`config.mk`:
```
export PLATFORM = sky130hd
export DESIGN_NAME = cpu_trace_monitor
export DESIGN_NICKNAME = d
export VERILOG_FILES = /design/src/rtl/cpu_trace_monitor.sv
export SDC_FILE = /design/constraint.sdc
export NUM_CORES = 1
export LEC_CHECK = 0
export CORE_MARGIN = 2
export CORE_UTILIZATION = 50
export CTS_CLUSTER_DIAMETER = 40
export CTS_CLUSTER_SIZE = 14
export DETAILED_ROUTE_END_ITERATION = 6
export DONT_BUFFER_PORTS = 1
export GPL_TIMING_DRIVEN = 1
export HOLD_SLACK_MARGIN = 0.06
export PLACE_DENSITY = 0.74
export SLEW_MARGIN = 20
export SYNTH_ARGS = -nofsm -noshare
export SYNTH_HDL_FRONTEND = slang
export SYNTH_SLANG_ARGS = --single-unit
```
`constraint.sdc`:
```
create_clock -name clk -period 14.2 [get_ports clk]
set_input_delay 0 -clock clk [delete_from_list [all_inputs] [get_ports clk]]
set_output_delay 0 -clock clk [all_outputs]
set_load 0.02 [all_outputs]
```
`src/rtl/cpu_trace_monitor.sv`:
```
// Execution-trace monitor for the single-cycle CPU: captures committed
// instructions into a circular buffer and replays them oldest-first.
module cpu_trace_monitor #(
  parameter int          DATA_W    = 32,
  parameter int          DEPTH     = 16,
  parameter int          POST_TRIG = 8,
  parameter logic [5:0]  HALT_OP   = 6'b111111,
  parameter int          TIMEOUT   = 1024
) (
  input  logic              clk,
  input  logic              Reset,
  input  logic              arm,
  input  logic [DATA_W-1:0] trig_pc,
  input  logic [DATA_W-1:0] PcOut,
  input  logic [DATA_W-1:0] instruction,
  input  logic              PCWre,
  input  logic              RegWre,
  input  logic [DATA_W-1:0] WriteData,
  input  logic              rd_req,
  output logic [DATA_W-1:0] rd_pc,
  output logic [DATA_W-1:0] rd_ins,
  output logic [DATA_W-1:0] rd_wdata,
  output logic              rd_valid,
  output logic              rd_last,
  output logic [1:0]        state,
  output logic              triggered,
  output logic              halted,
  output logic              timed_out,
  output logic [31:0]       cycle_count
);

  localparam int AW = $clog2(DEPTH);
  localparam int CW = AW + 1;

  localparam logic [CW-1:0] DEPTH_C = CW'(DEPTH);
  localparam logic [CW-1:0] POST_C  = CW'(POST_TRIG);
  localparam logic [32:0]   TMO_C   = 33'(TIMEOUT);

  localparam logic [1:0] ST_IDLE = 2'd0;
  localparam logic [1:0] ST_PRE  = 2'd1;
  localparam logic [1:0] ST_POST = 2'd2;
  localparam logic [1:0] ST_DONE = 2'd3;

  // Handshake: rd_req is sampled every cycle in DONE; each accepted request
  // returns exactly one entry with rd_valid high on the following cycle.
  // Requests outside DONE or past the final entry are silently dropped.

  logic [DATA_W-1:0] pc_mem  [DEPTH];
  logic [DATA_W-1:0] ins_mem [DEPTH];
  logic [DATA_W-1:0] wd_mem  [DEPTH];

  logic [AW-1:0] wr_ptr;
  logic [CW-1:0] fill;
  logic [CW-1:0] post_cnt;
  logic [CW-1:0] rd_cnt;

  logic          capturing;
  logic          do_write;
  logic          pc_hit;
  logic          halt_hit;
  logic [CW-1:0] post_next;
  logic [32:0]   cyc_inc;
  logic [31:0]   cyc_next;
  logic          timeout_hit;
  logic [AW-1:0] oldest;
  logic [AW-1:0] rd_addr;
  logic          rd_fire;

  always_comb begin
    capturing   = (state == ST_PRE) || (state == ST_POST);
    do_write    = capturing && PCWre && !arm && !Reset;
    pc_hit      = (PcOut == trig_pc);
    halt_hit    = (instruction[31:26] == HALT_OP);
    post_next   = post_cnt + 1'b1;
    cyc_inc     = {1'b0, cycle_count} + 33'd1;
    cyc_next    = cyc_inc[32] ? 32'hFFFF_FFFF : cyc_inc[31:0];
    timeout_hit = ({1'b0, cyc_next} >= TMO_C);
    // Once the ring has wrapped, the slot about to be overwritten is the oldest.
    oldest      = (fill == DEPTH_C) ? wr_ptr : '0;
    rd_addr     = oldest + rd_cnt[AW-1:0];
    rd_fire     = (state == ST_DONE) && rd_req && (rd_cnt < fill);
  end

  always_ff @(posedge clk) begin
    if (do_write) begin
      pc_mem[wr_ptr]  <= PcOut;
      ins_mem[wr_ptr] <= instruction;
      wd_mem[wr_ptr]  <= RegWre ? WriteData : '0;
    end
  end

  always_ff @(posedge clk) begin
    if (Reset) begin
      state       <= ST_IDLE;
      wr_ptr      <= '0;
      fill        <= '0;
      post_cnt    <= '0;
      rd_cnt      <= '0;
      cycle_count <= '0;
      triggered   <= 1'b0;
      halted      <= 1'b0;
      timed_out   <= 1'b0;
      rd_valid    <= 1'b0;
      rd_last     <= 1'b0;
      rd_pc       <= '0;
      rd_ins      <= '0;
      rd_wdata    <= '0;
    end else if (arm) begin
      state       <= ST_PRE;
      wr_ptr      <= '0;
      fill        <= '0;
      post_cnt    <= '0;
      rd_cnt      <= '0;
      cycle_count <= '0;
      triggered   <= 1'b0;
      halted      <= 1'b0;
      timed_out   <= 1'b0;
      rd_valid    <= 1'b0;
      rd_last     <= 1'b0;
    end else begin
      rd_valid <= 1'b0;
      rd_last  <= 1'b0;
      case (state)
        ST_PRE, ST_POST: begin
          if (PCWre) begin
            wr_ptr <= wr_ptr + 1'b1;
            if (fill != DEPTH_C) fill <= fill + 1'b1;
            if (state == ST_POST) post_cnt <= post_next;
            if (state == ST_PRE && pc_hit) triggered <= 1'b1;
            // A halt ends the run even when the same sample also triggers.
            if (halt_hit) begin
              halted <= 1'b1;
              state  <= ST_DONE;
            end else if (state == ST_PRE && pc_hit) begin
              state <= (POST_TRIG == 0) ? ST_DONE : ST_POST;
            end else if (state == ST_POST && post_next == POST_C) begin
              state <= ST_DONE;
            end
          end
          cycle_count <= cyc_next;
          if (timeout_hit) begin
            timed_out <= 1'b1;
            state     <= ST_DONE;
          end
        end
        ST_DONE: begin
          if (rd_fire) begin
            rd_valid <= 1'b1;
            rd_last  <= ((rd_cnt + 1'b1) == fill);
            rd_pc    <= pc_mem[rd_addr];
            rd_ins   <= ins_mem[rd_addr];
            rd_wdata <= wd_mem[rd_addr];
            rd_cnt   <= rd_cnt + 1'b1;
          end
        end
        default: begin
        end
      endcase
    end
  end

endmodule

```
# Word level (Yosys, flattened, before mapping)
# Memories as Yosys holds them, arrays and structs flattened. A register that Yosys moved wholly into a read port is not among the register bits.
# Cells that the tools add are included.
# word_totals
register_bits	58
latch_bits	0
mem_bits_rw	1536
rom_bits	0
output_inout_bits	135
wordCells	77
mem_count	3
# classes
addsub	6
mul	0
div_mod_pow	0
order_cmp	2
eq_ne	9
shifts	0
muxes	13
n_bitwise	3
n_reduce_logical	29
# memory_table
name	words	width	rd	rd_ports_with_merged_regs	write_ports	line_no	text
ins_mem	16	32	1	1	1	49	logic [DATA_W-1:0] ins_mem [DEPTH];
pc_mem	16	32	1	1	1	48	logic [DATA_W-1:0] pc_mem [DEPTH];
wd_mem	16	32	1	1	1	50	logic [DATA_W-1:0] wd_mem [DEPTH];
# ops
cell	count
$mux 32	2
$add 32x1->33 const B	1
$eq 32x32->1	1
$ge 32x11->1 const B	1
$reduce_and 3->1	7
$add 5x1->5 const B	3
$mux 2	5
$logic_and 1x1->1	7
$eq 6x6->1 const B	1
$reduce_and 2->1	3
$eq 5x4->1 const B	1
$eq 5x5->1	1
$eq 5x5->1 const B	1
$lt 5x5->1	1
$mux 1	5
$ne 5x5->1 const B	1
$reduce_bool 5->1	1
$add 4x1->4 const B	1
$add 4x4->4	1
$eq 2x2->1 const B	2
$mux 4	1
$reduce_bool 2->1	2
$reduce_bool 4->1	1
$reduce_or 2->1	2
other kinds (7)	10

# Longest topological paths before layout
# logic_depth
depth_word	10
mapped_depth	15

# Least setup slack after synthesis
# Ideal clock, no wire load.
# synth_path
kind	register to register
from	reg state[0]
to	mem ins_mem[0][0] (enable)
setup_time_ps	668
arrival_ps	8379
slack_ps	5153
path_stages_with_launch	9
period_less_slack_ps	9047
path_cell_list	dfxtp_1 > inv_1 > ha_1 > clkbuf_1 > nor2b_1 > clkbuf_1 > clkbuf_1 > nand3_1 > nor3_1
# synth_between
elab_chain_len	7
# synth_rtl
item	line_no	text
start: declaration	25	output logic [1:0] state,
start signal: assignment	135	state <= (POST_TRIG == 0) ? ST_DONE : ST_POST;
$eq 2x1->1 or $eq 2x2->1 (tied branches)	70	capturing = (state == ST_PRE) || (state == ST_POST);
$logic_or 1x1->1 (*)	70	
$logic_and 1x1->1 (*) (3 in a row)	71	do_write = capturing && PCWre && !arm && !Reset;
$mux 1 (*)	85	if (do_write) begin
$mux 1 (not written as such) (*)	87	ins_mem[wr_ptr] <= instruction;
end: declaration	49	
# Mark *: on every way between the ends. The rest lies on a longest branch, timed or not.

# Final worst setup path
# layout_path
from	reg fill[1]
to	reg rd_pc[1], read port of pc_mem
# layout_between
elab_chain_len	3
# layout_rtl
item	line_no	text
start: declaration	53	logic [CW-1:0] fill;
start signal: assignment	127	if (fill != DEPTH_C) fill <= fill + 1'b1;
$eq 5x5->1 or $lt 5x5->1 (tied branches)	79, 81	
$mux 4 or $logic_and 1x1->1 (tied branches)	79, 81	
$add 4x4->4 or $reduce_and 3->1 (tied branches)	--	
end: declaration	20	output logic [DATA_W-1:0] rd_pc,
# Parallel ways exist; a longest one is shown, timed or not.
# A chain may end at the register's enable or synchronous reset.

==> impl_metrics.tcl <==
set metrics [dict create \
    status "completed" \
    holdCritPathClass "in -> reg" \
    antenna_found_initial 17 \
    clock_latency_ns 0.81 \
    holdPathStages 3 \
    slew_viol_final 0 \
    fp-row-count 132 \
    max_freq_ghz 0.208 \
    min_to "rd_pc[24]$_SDFFE_PP0P_" \
    initial_utilization_pct 50.5 \
    synthAdderAreaFrac_pct 0.432 \
    reg2reg_slack_ns 9.40 \
    synthTopCellsByCount "edfxtp_1, nand2_1, mux4_2" \
    power_leakage_nw 24.0 \
    top_level_ports 269 \
    rr_worst_depth 14 \
    tightest_slew_ns 1.14 \
    hpwl_um 81800 \
    synth_top_family_by_area "multiplexers" \
    syn_area_um2 65500 \
    synth_edf_count 1536 \
    fin_util_pct 57.9 \
    maxCapViolations 0 \
    yosysTopAreaCell "edfxtp_1" \
    coreArea_um2 130000 \
    firstDrtPassIters 5 \
    min_from "arm" \
    ys_ff_latch 1690 \
    yosysMostFrequentCell "edfxtp_1" \
    grt_use_total_pct 24.3 \
    chipWidth_um 366 \
    clock-sinks 1690 \
    synthTopCellsByArea "edfxtp_1, mux4_2, dfxtp_1" \
    overflow 0 \
    root_buffer "clkbuf_16" \
    cts_buffers 189 \
    start_kind "flip-flop" \
    whs_ns 0.0868 \
    clockBufferDepth 3 \
    hold_viol 0 \
    synth_compound_gate_area_share_pct 1.77 \
    rsz0062_at_grt "false" \
    drt_iter0_markers 3939 \
    vias 34800 \
    syn2layout_area_growth_pct 14.8 \
    synthArstFlopShare_pct 0 \
    antenna_left 0 \
    critPathRequiredTime_ns 14.92 \
    ctsResizeCount 0 \
    routedWlPerCell_um 28.6 \
    synth_nets 3775 \
    holdBufCountCts 111 \
    synth_top_area_share_pct 70.4 \
    reg2reg_from "fill[1]$_SDFFE_PP0P_" \
    path_max_fanout 60 \
    yosysUniqueCellTypes 61 \
    nets 3933 \
    tns_ns 0 \
    post-cts-setup-buffers 0 \
    port_buffers 0 \
    power_density_nw_per_um2 140 \
    synthSimpleGateAreaFrac_pct 7.10 \
    ir_drop_v 0.000108 \
    first_global_vias 34900 \
    syn_inst 3619 \
    clock_skew_ns 0.0458 \
    arrival_ns 5.52 \
    synthXorXnorAreaFrac_pct 0.829 \
    grt_max_degree 138 \
    critPathKind "reg -> reg" \
    cts_htree_levels 4 \
    drive_above_1_share_pct 21.1 \
    dieHeight_um 366 \
    clk_pin_slew_worst_paths_ns 0.06 \
    drc 0 \
    synth.yosys.seq_area_share_pct 75.1 \
    die-area_um2 134000 \
    syn-mean-instance-area_um2 18.1 \
    min_period_ns 4.80 \
    via_per_inst 6.12 \
    grt_pass1_wl_um 238000 \
    setup_violations 0 \
    ys.flop_type "edfxtp_1" \
    maxSlewHeadroom_pct 24.2 \
    place_congestion 0.802 \
    synthMuxAreaShare_pct 13.3 \
    worst_r2r_endpoint "rd_pc[1]$_SDFFE_PP0P_" \
    cts_tree "yes" \
    period_share_pct 33.8 \
    worst_setup_path_end_kind "flip-flop" \
    ys_warn_count 0 \
    drt_wl_total_um 163000 \
]
-- how the worst max path moves through the flow --
stage                                      from                  endpoint  slack (ns)  cells past startpoint
after floorplan           state[0]$_SDFFE_PP0P_   ins_mem[0][0]$_DFFE_PP_        5.15                      8
after global placement     fill[0]$_SDFFE_PP0P_    rd_ins[3]$_SDFFE_PP0P_        9.45                     12
after detailed placement   fill[1]$_SDFFE_PP0P_    rd_ins[8]$_SDFFE_PP0P_        9.35                     12
after CTS                  fill[1]$_SDFFE_PP0P_    rd_pc[20]$_SDFFE_PP0P_        8.85                     14
after global routing       fill[1]$_SDFFE_PP0P_  rd_wdata[2]$_SDFFE_PP0P_        8.95                     12
final                      fill[1]$_SDFFE_PP0P_     rd_pc[1]$_SDFFE_PP0P_        9.40                     14
-- stage by stage --
| step | area (um2) | total power [mW] | instances | setup slack, ns |
|---|---|---|---|---|
| 2_1_floorplan | 65500 | 5.57 | 3619 | 5.15 |
| 3_3_place_gp | 67500 | 5.60 | 5215 | 9.45 |
| 3_5_place_dp | 67500 | 5.60 | 5215 | 9.35 |
| 4_1_cts | 75100 | 10.6 | 5682 | 8.85 |
| 5_1_grt | 75200 | 10.8 | 5688 | 8.95 |
| 6_report | 75200 | 10.5 | 5690 | 9.40 |
-- layout make-up --
type	count	area [um2]
fill	9384	54600
sequential	1690	49200
multi-input combinational	1700	15600
clock buffer	227	5110
tap	1742	2180
timing repair buffer	177	1700
clock inverter	129	1380
inverter	19	71.3
antenna	6	15.0
-- where the power goes --
part           switching, mW  internal, mW  total, mW  leakage [nW]
Clock                   2.06          2.90       4.97          3.13
Combinational          0.108        0.0357      0.144          5.71
Sequential           0.00253          5.42       5.43          15.1
Total                   2.17          8.36       10.5          24.0
-- cell families (layout without fill, tap and decap cells) --
kind of cell             after synthesis  in the layout
XOR/XNOR                              62             62
flip-flops                          1690           1690
multiplexers                         391            391
adder cells (fa/ha/maj)               22             22
other                                  0              6
buffers and inverters                229            552
AO/OA/AOI/OAI                        199            199
AND/OR/NAND/NOR                     1026           1026
-- critical path, cell delays in order, from the launching register on --
cell,delay (ns)
dfxtp_1,0.36
inv_1,0.10
ha_1,0.14
and4bb_2,0.28
and2_1,0.18
ha_4,0.14
inv_1,0.05
fa_4,0.53
xnor2_2,0.65
buf_4,0.83
buf_4,0.80
nand2_1,0.13
nand3_1,0.14
nand3_1,0.12
a21oi_1,0.22
-- registers in the layout (all words and copies together), names as in the netlist, 2 cells and up --
signal       flops
wd_mem         512
wr_ptr           4
fill             5
rd_cnt           5
state            2
pc_mem         512
rd_ins          32
rd_wdata        32
rd_pc           32
post_cnt         5
cycle_count     32
ins_mem        512
-- cells in the final DEF (no fill, tap or decap), drive strengths merged, types with 15 or more instances in the layout --
cell         Yosys  layout
nand2          516     516
clkinv           0      60
a21oi          120     120
mux4           384     384
o21ai           21      21
inv             19      50
nand4           18      18
edfxtp        1536    1536
xnor2           15      15
nand3          316     316
clkinvlp         0      22
buf             66      68
ha              21      21
and2            37      37
nor3            18      18
xor2            47      47
a31oi           16      16
dfxtp          154     154
clkbuf         144     227
bufinv           0      16
dlygate4sd3      0     109
nor2            76      76
-- metal layers --
metal | vias to the layer above | routed length [um] | global-route usage, %
met1 | 18200 | 64900 | 33.9
li1 | 14700 | - | -
met2 | 1725 | 79200 | 38.9
met3 | 270 | 15100 | 5.34
met4 | 22 | 3440 | 6.62
met5 | - | 120 | 0
Power figures use the tool's default switching activity.
